File: config.mk
export PLATFORM = sky130hd
export DESIGN_NAME = mcht_enc_flat
export DESIGN_NICKNAME = d
export VERILOG_FILES = /design/src/rtl/mcht_enc_if.sv /design/src/rtl/mcht_enc.sv /design/src/flat_wrapper.sv
export SDC_FILE = /design/constraint.sdc
export NUM_CORES = 1
export LEC_CHECK = 0
export CAP_MARGIN = 20
export CORE_AREA = 4 4 63 65
export CTS_CLUSTER_DIAMETER = 200
export DETAILED_ROUTE_END_ITERATION = 10
export DIE_AREA = 0 0 67 69
export GPL_TIMING_DRIVEN = 0
export MAX_ROUTING_LAYER = met4
export SYNTH_ARGS = -nofsm -noshare
export SYNTH_HDL_FRONTEND = slang
export SYNTH_SLANG_ARGS = --single-unit
File: constraint.sdc
create_clock -name CLK100M -period 4.9 [get_ports CLK100M]
set_clock_uncertainty 0.15 [all_clocks]
set_input_delay 0.98 -clock CLK100M [delete_from_list [all_inputs] [get_ports CLK100M]]
set_output_delay 0.98 -clock CLK100M [all_outputs]
set_load 0.02 [all_outputs]
File: src/rtl/mcht_enc_if.sv
// Handshake and line bundle for the Manchester transmitter mcht_enc.
interface mcht_enc_if #(
  parameter int pMSG_LEN = 8
);
  logic [pMSG_LEN-1:0] MSG;
  logic                MSG_VLD;
  logic                MSG_RDY;
  logic                TXD;
  logic                BUSY;

  modport master (output MSG, MSG_VLD, input  MSG_RDY, TXD, BUSY);
  modport slave  (input  MSG, MSG_VLD, output MSG_RDY, TXD, BUSY);
endinterface

File: src/rtl/mcht_enc.sv
// Manchester transmitter: preamble, LSB-first Manchester bits, idle-high gap.
// Optional even-parity bit after the payload when MCHT_ENC_PARITY_EN is defined.
module mcht_enc #(
  parameter int pMSG_LEN = 8,
  parameter int pHALF    = 4,
  parameter int pIDLE    = 16
) (
  input  logic       CLK100M,
  input  logic       RST_N,
  mcht_enc_if.slave  bus
);
  localparam int HW = (pHALF > 1)    ? $clog2(pHALF)    : 1;
  localparam int GW = $clog2(pIDLE + 1);
  localparam int IW = (pMSG_LEN > 1) ? $clog2(pMSG_LEN) : 1;

  typedef enum logic [2:0] {
    IDLE   = 3'd0,
    PRE_LO = 3'd1,
    PRE_HI = 3'd2,
    BIT_A  = 3'd3,
    BIT_B  = 3'd4,
`ifdef MCHT_ENC_PARITY_EN
    PAR_A  = 3'd6,
    PAR_B  = 3'd7,
`endif
    GAP    = 3'd5
  } state_t;

  state_t              state_q, state_d;
  logic [HW-1:0]       hcnt_q, hcnt_d;
  logic [GW-1:0]       gcnt_q, gcnt_d;
  logic [IW-1:0]       idx_q, idx_d;
  logic [pMSG_LEN-1:0] sh_q, sh_d;
  logic                txd_q, txd_d;
  logic                half_end;
`ifdef MCHT_ENC_PARITY_EN
  logic                par_q, par_d;
`endif

  assign half_end = (hcnt_q == HW'(pHALF - 1));

  always_ff @(posedge CLK100M or negedge RST_N) begin
    if (!RST_N) begin
      state_q <= IDLE;
      hcnt_q  <= '0;
      gcnt_q  <= '0;
      idx_q   <= '0;
      sh_q    <= '0;
      txd_q   <= 1'b1;
`ifdef MCHT_ENC_PARITY_EN
      par_q   <= 1'b0;
`endif
    end else begin
      state_q <= state_d;
      hcnt_q  <= hcnt_d;
      gcnt_q  <= gcnt_d;
      idx_q   <= idx_d;
      sh_q    <= sh_d;
      txd_q   <= txd_d;
`ifdef MCHT_ENC_PARITY_EN
      par_q   <= par_d;
`endif
    end
  end

  // Next state and counters; every half-bit phase shares one counter.
  always_comb begin
    state_d = state_q;
    hcnt_d  = hcnt_q;
    gcnt_d  = gcnt_q;
    idx_d   = idx_q;
    sh_d    = sh_q;
`ifdef MCHT_ENC_PARITY_EN
    par_d   = par_q;
`endif
    case (state_q)
      IDLE: begin
        hcnt_d = '0;
        gcnt_d = '0;
        idx_d  = '0;
        if (bus.MSG_VLD) begin
          state_d = PRE_LO;
          sh_d    = bus.MSG;
`ifdef MCHT_ENC_PARITY_EN
          par_d   = ^bus.MSG;
`endif
        end
      end
      PRE_LO: begin
        hcnt_d = half_end ? '0 : hcnt_q + HW'(1);
        if (half_end) state_d = PRE_HI;
      end
      PRE_HI: begin
        hcnt_d = half_end ? '0 : hcnt_q + HW'(1);
        if (half_end) state_d = BIT_A;
      end
      BIT_A: begin
        hcnt_d = half_end ? '0 : hcnt_q + HW'(1);
        if (half_end) state_d = BIT_B;
      end
      BIT_B: begin
        hcnt_d = half_end ? '0 : hcnt_q + HW'(1);
        if (half_end) begin
          sh_d = sh_q >> 1;
          if (idx_q < IW'(pMSG_LEN - 1)) begin
            idx_d   = idx_q + IW'(1);
            state_d = BIT_A;
          end else begin
            idx_d   = '0;
            gcnt_d  = '0;
`ifdef MCHT_ENC_PARITY_EN
            state_d = PAR_A;
`else
            state_d = GAP;
`endif
          end
        end
      end
`ifdef MCHT_ENC_PARITY_EN
      PAR_A: begin
        hcnt_d = half_end ? '0 : hcnt_q + HW'(1);
        if (half_end) state_d = PAR_B;
      end
      PAR_B: begin
        hcnt_d = half_end ? '0 : hcnt_q + HW'(1);
        if (half_end) begin
          gcnt_d  = '0;
          state_d = GAP;
        end
      end
`endif
      GAP: begin
        hcnt_d = '0;
        if (gcnt_q == GW'(pIDLE - 1)) begin
          gcnt_d  = '0;
          state_d = IDLE;
        end else begin
          gcnt_d  = gcnt_q + GW'(1);
        end
      end
      default: begin
        state_d = IDLE;
        hcnt_d  = '0;
        gcnt_d  = '0;
        idx_d   = '0;
        sh_d    = '0;
      end
    endcase
  end

  // The line flop is loaded with the level of the state being entered,
  // so TXD changes in the same cycle the state does.
  always_comb begin
    txd_d = 1'b1;
    case (state_d)
      PRE_LO: txd_d = 1'b0;
      BIT_A:  txd_d = ~sh_d[0];
      BIT_B:  txd_d = sh_d[0];
`ifdef MCHT_ENC_PARITY_EN
      PAR_A:  txd_d = ~par_d;
      PAR_B:  txd_d = par_d;
`endif
      default: txd_d = 1'b1;
    endcase
  end

  assign bus.TXD     = txd_q;
  assign bus.MSG_RDY = (state_q == IDLE);
  assign bus.BUSY    = (state_q != IDLE);
endmodule

File: src/flat_wrapper.sv
// flat-port wrapper written by rule: the top's interface ports become plain ports
module mcht_enc_flat 
#(
  parameter int pMSG_LEN = 8,
  parameter int pHALF    = 4,
  parameter int pIDLE    = 16
)
  (CLK100M, RST_N, bus_MSG, bus_MSG_VLD, bus_MSG_RDY, bus_TXD, bus_BUSY);
  mcht_enc_if #(.pMSG_LEN(pMSG_LEN)) bus_i ();
  input  logic CLK100M;
  input  logic RST_N;
  input wire logic [$bits(bus_i.MSG)-1:0] bus_MSG;
  input wire logic [$bits(bus_i.MSG_VLD)-1:0] bus_MSG_VLD;
  output wire logic [$bits(bus_i.MSG_RDY)-1:0] bus_MSG_RDY;
  output wire logic [$bits(bus_i.TXD)-1:0] bus_TXD;
  output wire logic [$bits(bus_i.BUSY)-1:0] bus_BUSY;
  assign bus_i.MSG = bus_MSG;
  assign bus_i.MSG_VLD = bus_MSG_VLD;
  assign bus_MSG_RDY = bus_i.MSG_RDY;
  assign bus_TXD = bus_i.TXD;
  assign bus_BUSY = bus_i.BUSY;
  mcht_enc #(.pMSG_LEN(pMSG_LEN), .pHALF(pHALF), .pIDLE(pIDLE)) u_core (.CLK100M(CLK100M), .RST_N(RST_N), .bus(bus_i));
endmodule
== Yosys cells after proc, flatten, opt, wreduce, memory -nomap -nowiden ==
Cells that the tools add are included.

* Reductions and logical operators: 8
* Eq/ne operators: 13
* Magnitude comparators: 1
* $add $sub $neg: 3
* Muxes and demuxes: 21
* Bitwise operators: 3

{| class="wikitable"
|+ Operators with widths
! kind !! number
|-
| two-way mux 3 bit || 9
|-
| case mux 8 bit (3 select lines) || 1
|-
| case mux 3 bit (6 select lines) || 1
|-
| two-way mux 8 bit || 2
|-
| two-way mux 5 bit || 3
|-
| case mux 5 bit (3 select lines) || 1
|-
| == test 3 x 2 -> 1 bit (second input constant) || 3
|-
| == test 3 bit (second input constant) || 3
|-
| OR reduction 4 bit || 2
|-
| == test 3 x 1 -> 1 bit (second input constant) || 2
|-
| case mux 3 bit (2 select lines) || 1
|-
| AND reduction 3 bit || 2
|-
| adder 5 x 1 -> 5 bit (second input constant) || 1
|-
| == test 5 x 4 -> 1 bit (second input constant) || 1
|-
| two-way mux 2 bit || 2
|-
| inequality test 2 bit (second input constant) || 2
|-
| adder 3 x 1 -> 3 bit (second input constant) || 1
|-
| zero test 3 bit || 1
|-
| less-than comparator 3 bit (second input constant) || 1
|-
| inverter 1 bit || 3
|-
| case mux 1 bit (3 select lines) || 1
|-
| nonzero test 3 bit || 1
|-
| OR reduction 3 bit || 1
|-
| adder 2 x 1 -> 2 bit (second input constant) || 1
|-
| other kinds (3) || 3
|}

* Logic and storage cells: 56
* Bits of input ports: 11
* Bits in registers: 22

== Depth between registers and ports, before layout ==
Gate-level depths: netlist (run 1).

* Depth in word-level cells: 6
* Gate-level depth with buffers: 8
* Gate-level depth less buffers: 6

== Least setup slack after synthesis (run 1) ==
Ideal clock, no wire load.

* Path type: register to output
* Start: register u_core.state_q[1]
* End: output port bus_MSG_RDY
* Buffers on the path: 1
* Data required time: 3.770 ns
* Setup slack: 2.593 ns
* Data arrival time: 1.177 ns
* Stages on the path, launching flop included: 4
* Cells stage by stage: dfrtp_1 or3_1 clkbuf_1 inv_1

* Word-level cells in the longest chain between the ends: 1

{| class="wikitable"
|+ Ends and longest elaborated chain
! item !! line !! RTL
|-
| from (decl) || mcht_enc.sv:29 || <nowiki>state_t state_q, state_d;</nowiki>
|-
| from (signal assigned) || mcht_enc.sv:54 || <nowiki>state_q <= state_d;</nowiki>
|-
| zero test 3 bit || mcht_enc.sv:168 || <nowiki>assign bus.MSG_RDY = (state_q == IDLE);</nowiki>
|-
| to (decl) || flat_wrapper.sv:14 || <nowiki>output wire logic [$bits(bus_i.MSG_RDY)-1:0] bus_MSG_RDY;</nowiki>
|}

Every way passes these cells.

== Worst setup path in the final report (run 1) ==
Same ends and word-level chain as after synthesis.

==> results of run 1 <==
==> sequential cells by signal, indices dropped and copies added, names as in the netlist <==
signal and flops:
u_core.state_q 3, u_core.sh_q 8, u_core.bus.TXD 1, u_core.idx_q 3
u_core.hcnt_q 2, u_core.gcnt_q 5
==> routing by layer <==
layer  global-route usage [%]  wire [um]  vias to the layer above
met4                     2.70          0                        0
met1                     14.7       1040                      437
li1                         -          -                      452
met2                     17.8       1130                       12
met3                     1.95         64                        0
met5                        -          0                        -
==> stage by stage <==
stage / total power (W) / hold slack, ps / instance area [um2] / setup slack, ps
5_1_grt: 0.000762 / 329 / 1400 / 1660
2_1_floorplan: 0.000515 / 262 / 1160 / 2590
6_report: 0.000692 / 300 / 1400 / 1780
3_3_place_gp: 0.000603 / 273 / 1350 / 2100
4_1_cts: 0.000701 / 301 / 1380 / 1740
3_5_place_dp: 0.000613 / 283 / 1350 / 2100
==> worst max-delay path by stage <==
stage,endpoint,cells after the start,startpoint
finish,bus_MSG_RDY,4,u_core.state_q[1]
global route,bus_MSG_RDY,4,u_core.state_q[1]
CTS,bus_MSG_RDY,4,u_core.state_q[1]
detailed placement,u_core.bus.TXD,6,bus_MSG_VLD
global placement,u_core.bus.TXD,6,bus_MSG_VLD
floorplan,bus_MSG_RDY,3,u_core.state_q[1]
==> final cells by class <==
type / instances / area share (%)
inverter: 12 / 3.21
tap: 46 / 4.10
timing repair buffer: 14 / 11.2
clock buffer: 4 / 1.87
buffer: 6 / 2.50
multi-input combinational: 78 / 37.7
sequential: 22 / 39.3
==> worst max-delay path, cell delays in order, from the launching register on <==
cell and delay [ps]:
sky130_fd_sc_hd__dfrtp_1 470, sky130_fd_sc_hd__or3_1 380, sky130_fd_sc_hd__clkbuf_1 140, sky130_fd_sc_hd__inv_1 90, sky130_fd_sc_hd__clkdlybuf4s50_1 600
==> power by group through the flow <==
stage	combinational, W	sequential, W	clock (W)
after floorplan	0.000237	0.000278	0
after global placement	0.000324	0.000280	0
after detailed placement	0.000330	0.000282	0
after CTS	0.000332	0.000279	0.0000903
after global routing	0.000376	0.000287	0.0000982
final	0.000330	0.000278	0.0000846
==> cell usage in the layout (no fill, tap or decap), types with 3 or more instances in the layout <==
cell type	count
sky130_fd_sc_hd__nand2b_1	3
sky130_fd_sc_hd__nand3_1	6
sky130_fd_sc_hd__buf_2	4
sky130_fd_sc_hd__dfrtp_1	21
sky130_fd_sc_hd__a22oi_1	7
sky130_fd_sc_hd__clkdlybuf4s50_1	13
sky130_fd_sc_hd__o21a_1	3
sky130_fd_sc_hd__inv_1	12
sky130_fd_sc_hd__clkbuf_4	3
sky130_fd_sc_hd__ha_1	3
sky130_fd_sc_hd__nand2_1	9
sky130_fd_sc_hd__o21ai_0	16
==> cells by family after synthesis <==
| family | Yosys count |
|---|---|
| buffers and inverters | 18 |
| flip-flops | 22 |
| AO/OA/AOI/OAI | 36 |
| multiplexers | 1 |
| XOR/XNOR | 1 |
| adder cells (fa/ha/maj) | 3 |
| AND/OR/NAND/NOR | 37 |
==> PnR_summary.wiki, run 1 <==
{| class="wikitable"
! Metric !! Value
|-
| Layout Nets || 151
|-
| Final design utilization || 42.0%
|-
| Routed wire length per instance || 12.3 um
|-
| Part of the power in the clock network || approximately an eighth
|-
| Clock latency at the later pin of the worst-skew pair || between 300 and 400 ps
|-
| Worst min-delay path category || flop to flop
|-
| Crit path DAT || 1990 ps
|-
| Critical Path Sink Type || output port
|-
| Share of synthesized flip-flops with an asynchronous set or reset || 100%
|-
| DPL Wire Length || about 1.6 mm
|-
| CTS tree || yes
|-
| Filler-free cell count of the finished design || roughly 180
|-
| Switch share || 39.2%
|-
| Compound-cell area share of the yosys netlist || 20.0%
|-
| Leading post-synthesis cells by cell area || sky130_fd_sc_hd__dfrtp_1 (45%), sky130_fd_sc_hd__o21ai_0 (6.9%), sky130_fd_sc_hd__a22oi_1 (4.5%)
|-
| Buffer type at the clock tree root || sky130_fd_sc_hd__clkbuf_4
|-
| Wire length after detailed routing || around 2.2 mm
|-
| Count of pins over their slew limit || 0
|-
| Starting density of the core || 34.8%
|-
| Net switching component of the power || about 0.00027 W
|-
| Die width || 67 um
|-
| Port buffer count || 13
|-
| Fill cells || 346
|-
| Post-synthesis adder-cell area fraction || between 3 and 4%
|-
| Total overflow reported by the global router || 0
|-
| Worst slew margin relative to its limit || 63.9%
|-
| Result of the run || finished, final reports clean
|-
| Reg2reg end || u_core.bus.TXD
|-
| Clock input transition at the sequential cells of the worst setup and hold paths || 120 ps
|-
| Number of buffers added for setup after CTS || 0
|-
| Portion of the post-synthesis area used by sequential elements || 47.5%
|-
| Synthesis-stage register bit count || 22
|-
| Post-CTS sizing || 0
|-
| Multi-input gate area in the final layout || 529 um2
|-
| Number of detailed-routing iterations run before antenna repair || 4
|-
| Number of enable-type register cells in the synthesized netlist || 0
|-
| Total negative slack for setup checks || 0 ps
|-
| Hold-critical path depth || 1
|-
| Final hold violation count || 0
|-
| Die height || slightly below 70 um
|-
| Max capacitance violation total || 0
|-
| Highest clock rate || 320 MHz
|-
| Reg2Reg Setup Slack || 2780 ps
|-
| Layout cell share with drive strength beyond 1 || 13.2%
|-
| Wire length of the first global-routing pass || ~4.1 mm
|-
| Depth of the CTS H-tree || 1
|-
| Count of warnings emitted by yosys || 0
|-
| Overall Global Routing Usage || 11.2%
|-
| Placer's final routability congestion estimate || 0.752
|-
| Number of nets with antenna violations after routing || 0
|-
| Category of the worst setup path launch point || flop
|-
| Cts bufs inserted || 3
|-
| Number of top-level pins || 14
|-
| Slew at the pin with the worst max-slew slack || 536 ps
|-
| Flop pwr share || roughly two fifths
|-
| Row count || 21
|-
| Cell types with the highest counts after synthesis || sky130_fd_sc_hd__dfrtp_1 (21), sky130_fd_sc_hd__o21ai_0 (16), sky130_fd_sc_hd__inv_1 (12)
|-
| Maximum number of pins on one net before global-route repair || 23
|-
| Reg-to-Reg Start || u_core.hcnt_q[0]
|-
| Area share of the largest cell type after synthesis || 45.3%
|-
| Power per cell area || 494 nW/um2
|-
| Reported leakage power || 0.602 nW
|-
| Residual DRC || 0
|-
| Dominant cell by count in the synthesized netlist || sky130_fd_sc_hd__dfrtp_1
|-
| Post-synthesis cell area || between 1000 and 1500 um2
|-
| Area growth from synthesis to layout || 20.8%
|-
| Num Clock Sinks || 22
|-
| Xor/xnor cell area share of the yosys netlist || 0.754%
|-
| Largest area contributor in the synthesized netlist || sky130_fd_sc_hd__dfrtp_1
|-
| Post-synthesis mux area share || less than 1%
|-
| Cell count after placement || between 150 and 200
|-
| Maximum number of buffers from clock root to sink || 2
|-
| Via count of the routed design || 901
|-
| Net count after synthesis || around 130
|-
| RSZ-0062 raised after global routing || false
|-
| Synthesized area per cell || a little under 10 um2
|-
| Via count of the first global-routing pass || about 900
|-
| Antenna diode count || 0
|-
| Total die area || around 4600 um2
|-
| Number of library cell types mapped by synthesis || 37
|-
| Post-DR vias/cell || 4.95
|-
| Time the final worst path needs with I/O delays and setup || 3120 ps
|-
| Total core area || ~3300 um2
|-
| Required time of the worst setup path || 3770 ps
|-
| Max FO, Critical Path || 5
|-
| Initial antenna violation count || 0
|-
| Main combinational cell family by area after synthesis || simple AND/OR/NAND/NOR gates
|-
| Reg area || 552 um2
|-
| Peak VDD IR || between 0.2 and 0.3 mV
|-
| Capture endpoint of the worst hold path || u_core.hcnt_q[0]
|-
| Tcrit/Tclk final || between 60 and 70%
|-
| Top FF cell, synth || sky130_fd_sc_hd__dfrtp_1
|-
| # hold bufs at CTS || 0
|-
| Category of the most critical setup path || flop to output port
|-
| Startpoint of the lowest-slack hold path || u_core.hcnt_q[0]
|-
| Internal power || 0.000421 W
|-
| Part of the power in combinational logic || 47.6%
|-
| Instance count of the mapped netlist || between 100 and 150
|-
| Post-synthesis share of cell area spent on and, or, nand and nor gates || 20.6%
|-
| Final setup fails || 0
|-
| Count of routing violations after the opening detailed-route iteration || 28
|-
| Reg2Reg Depth || 7
|}
(Power assumes the default switching activity.)
==> inputs of run 2 (changes only) <==
- clock period: 4.9 -> 2.75 ns (I/O delays scaled with it)
==> run 2 against run 1 <==
Count of clock-buffer cells in the layout unchanged. Core utilization grew 0.075 points. Non-clock buffer count stayed put. Clock power rose by 78%. Sequential cell count unchanged. Final cell count unchanged. Via count is 0.11% higher. Register-to-register slack got worse by 2200 ps.
==> PnR_summary.wiki, run 2 (synthesis results as in run 1) <==
{| class="wikitable"
! Metric !! Value
|-
| Max capacitance violation total || 0 (unchanged)
|-
| Maximum number of pins on one net before global-route repair || 23 (unchanged)
|-
| Total power after layout || 0.00123 W (+78%)
|-
| Crit path DAT || 1860 ps (-130 ps)
|-
| Reported leakage power || 0.616 nW (+2.2%)
|-
| Max FO, Critical Path || 5 (unchanged)
|-
| Total core area || 3340 um2 (unchanged)
|-
| Multi-input gate area in the final layout || 529 um2 (unchanged)
|-
| Worst slew margin relative to its limit || 63.9% (about the same)
|-
| Initial antenna violation count || 0 (unchanged)
|-
| Reg area || 552 um2 (unchanged)
|-
| Critical Path Sink Type || output port
|-
| Clock latency at the later pin of the worst-skew pair || 310 ps (about the same)
|-
| Buffer type at the clock tree root || sky130_fd_sc_hd__clkbuf_4
|-
| Highest clock rate || roughly 400 MHz
|-
| Count of pins over their slew limit || 0 (unchanged)
|-
| Worst Setup SP || u_core.state_q[1]
|-
| Layout Nets || 151 (unchanged)
|-
| Time the final worst path needs with I/O delays and setup || 2560 ps
|-
| Met2 Resource Use GR || 17.8% (unchanged)
|-
| Required time of the worst setup path || 2050 ps (-1720 ps)
|-
| Antenna diode count || 0 (unchanged)
|-
| RSZ-0062 raised after global routing || false
|-
| Category of the worst setup path launch point || flop
|-
| Result of the run || finished, final reports clean
|-
| Most frequent cells in the layout || sky130_fd_sc_hd__dfrtp_1 (21), sky130_fd_sc_hd__o21ai_0 (16), sky130_fd_sc_hd__inv_1 (12), sky130_fd_sc_hd__clkdlybuf4s50_1 (12), sky130_fd_sc_hd__nand2_1 (9)
|-
| Power per cell area || 877 nW/um2 (+78%)
|-
| Number of detailed-routing iterations run before antenna repair || 4 (unchanged)
|-
| Total negative slack for setup checks || 0 ps (unchanged)
|-
| Routed wire length per instance || 12.3 um (about the same)
|-
| Slew at the pin with the worst max-slew slack || 536 ps (-0.000656 ps)
|-
| Placer's final routability congestion estimate || 0.752 (unchanged)
|-
| Starting density of the core || 34.8% (unchanged)
|-
| Category of the most critical setup path || flop to output port
|-
| Post-DR vias/cell || 4.96 (+0.11%)
|-
| Total die area || 4620 um2 (unchanged)
|-
| Layout cell share with drive strength beyond 1 || 13.2% (unchanged)
|-
| Peak VDD IR || 0.457 mV (+76%)
|-
| Global routing usage on met3 || 1.95% (unchanged)
|-
| Fill cells || 345 (-0.29%)
|-
| Critical path cell sequence || or3_1 > clkbuf_1 > clkdlybuf4s50_1
|-
| Final hold violation count || 0 (unchanged)
|-
| Number of nets with antenna violations after routing || 0 (unchanged)
|-
| Count of routing violations after the opening detailed-route iteration || 28 (unchanged)
|-
| Wire length after detailed routing || 2.24 mm (about the same)
|-
| Global Route met1 Usage || 14.7% (unchanged)
|-
| Row count || 21 (unchanged)
|-
| Peak-usage layer in the global routing report || met2
|-
| Worst path max stage delay || 560 ps (-40 ps)
|-
| Number of top-level pins || 14 (unchanged)
|-
| Overall Global Routing Usage || 11.2% (unchanged)
|-
| Startpoint of the lowest-slack hold path || u_core.hcnt_q[0]
|-
| Largest registers || u_core.sh_q x8, u_core.gcnt_q x5
|-
| Area growth from synthesis to layout || 21.0%
|-
| Total overflow reported by the global router || 0 (unchanged)
|-
| Die width || 67 um (unchanged)
|-
| Clock input transition at the sequential cells of the worst setup and hold paths || 120 ps (about the same)
|-
| CTS tree || yes
|-
| Via count of the first global-routing pass || 922 (unchanged)
|-
| Cts bufs inserted || 3 (unchanged)
|-
| Port buffer count || 13 (unchanged)
|-
| Residual DRC || 0 (unchanged)
|-
| Depth of the CTS H-tree || 1 (unchanged)
|-
| Reg-to-Reg Start || u_core.hcnt_q[0]
|-
| Die height || 69 um (unchanged)
|-
| Via count of the routed design || 902 (+0.11%)
|-
| Final setup fails || 0 (unchanged)
|-
| Wire length of the first global-routing pass || 4.09 mm (unchanged)
|-
| Register with the highest flop count || u_core.sh_q
|-
| Worst min-delay path category || flop to flop
|-
| Most frequent standard cell in the layout excluding fill and tap cells || sky130_fd_sc_hd__dfrtp_1
|-
| Tcrit/Tclk final || 93.0%
|-
| Num Clock Sinks || 22 (unchanged)
|-
| Cell with the largest stage delay on the worst path || sky130_fd_sc_hd__clkdlybuf4s50_1
|-
| Flip-flop count of the largest register, all copies and words added || 8 (unchanged)
|-
| DPL Wire Length || 1.65 mm (unchanged)
|-
| Maximum number of buffers from clock root to sink || 2 (unchanged)
|}
run 2: critical path, delay by kind of cell, from the launching register on:
family	cells	cell delay [ps]
flip-flops	1	470
buffers and inverters	2	700
AND/OR/NAND/NOR	1	380
run 2: what timing repair did:
action / 4_1_cts / 5_1_grt
setup buffers: 0 / 0
gates resized for setup: 0 / 1
setup endpoints to repair: 0 / 1
hold buffers: 0 / 0
run 2: cell type report:
type | count | share of cell area, %
flip-flops and latches | 22 | 39.3
multi-input cells | 78 | 37.7
repair buffers | 14 | 11.4
well taps | 46 | 4.10
inverters | 12 | 3.21
plain buffers | 6 | 2.49
clock buffers | 4 | 1.87
run 2: routing by layer:
metal | wire, um | up-vias | share of wire [%]
li1 | - | 452 | -
met1 | 1030 | 435 | 46
met2 | 1130 | 15 | 50
met3 | 81 | 0 | 3.6
met4 | 0 | 0 | 0
met5 | 0 | - | 0
run 2: report_power, final:
| part | internal, W | switching, W |
|---|---|---|
| clock | 0.0000565 | 0.0000943 |
| sequential | 0.000426 | 0.0000697 |
| combinational | 0.000266 | 0.000319 |
| total | 0.000748 | 0.000484 |
run 2: final timing paths:
path | to | slack (ps) | cells after the start
min | u_core.hcnt_q[0] | 300 | 1
max reg2reg | u_core.bus.TXD | 630 | 7
min in group asynchronous | u_core.gcnt_q[1] | 320 | 1
min reg2reg | u_core.hcnt_q[0] | 300 | 1
max in group asynchronous | u_core.bus.TXD | 1650 | 2
max | bus_BUSY | 190 | 3
run 2: per-stage QoR:
step	instance area (um2)	instances	setup slack, ps	hold slack [ps]	util, %
final	1410	182	194	300	42.1
after detailed placement	1350	177	385	283	40.4
after CTS	1380	181	19.3	301	41.2
after global placement	1350	177	379	273	40.4
after floorplan	1160	118	776	104	-
after global routing	1410	182	87.0	303	42.1
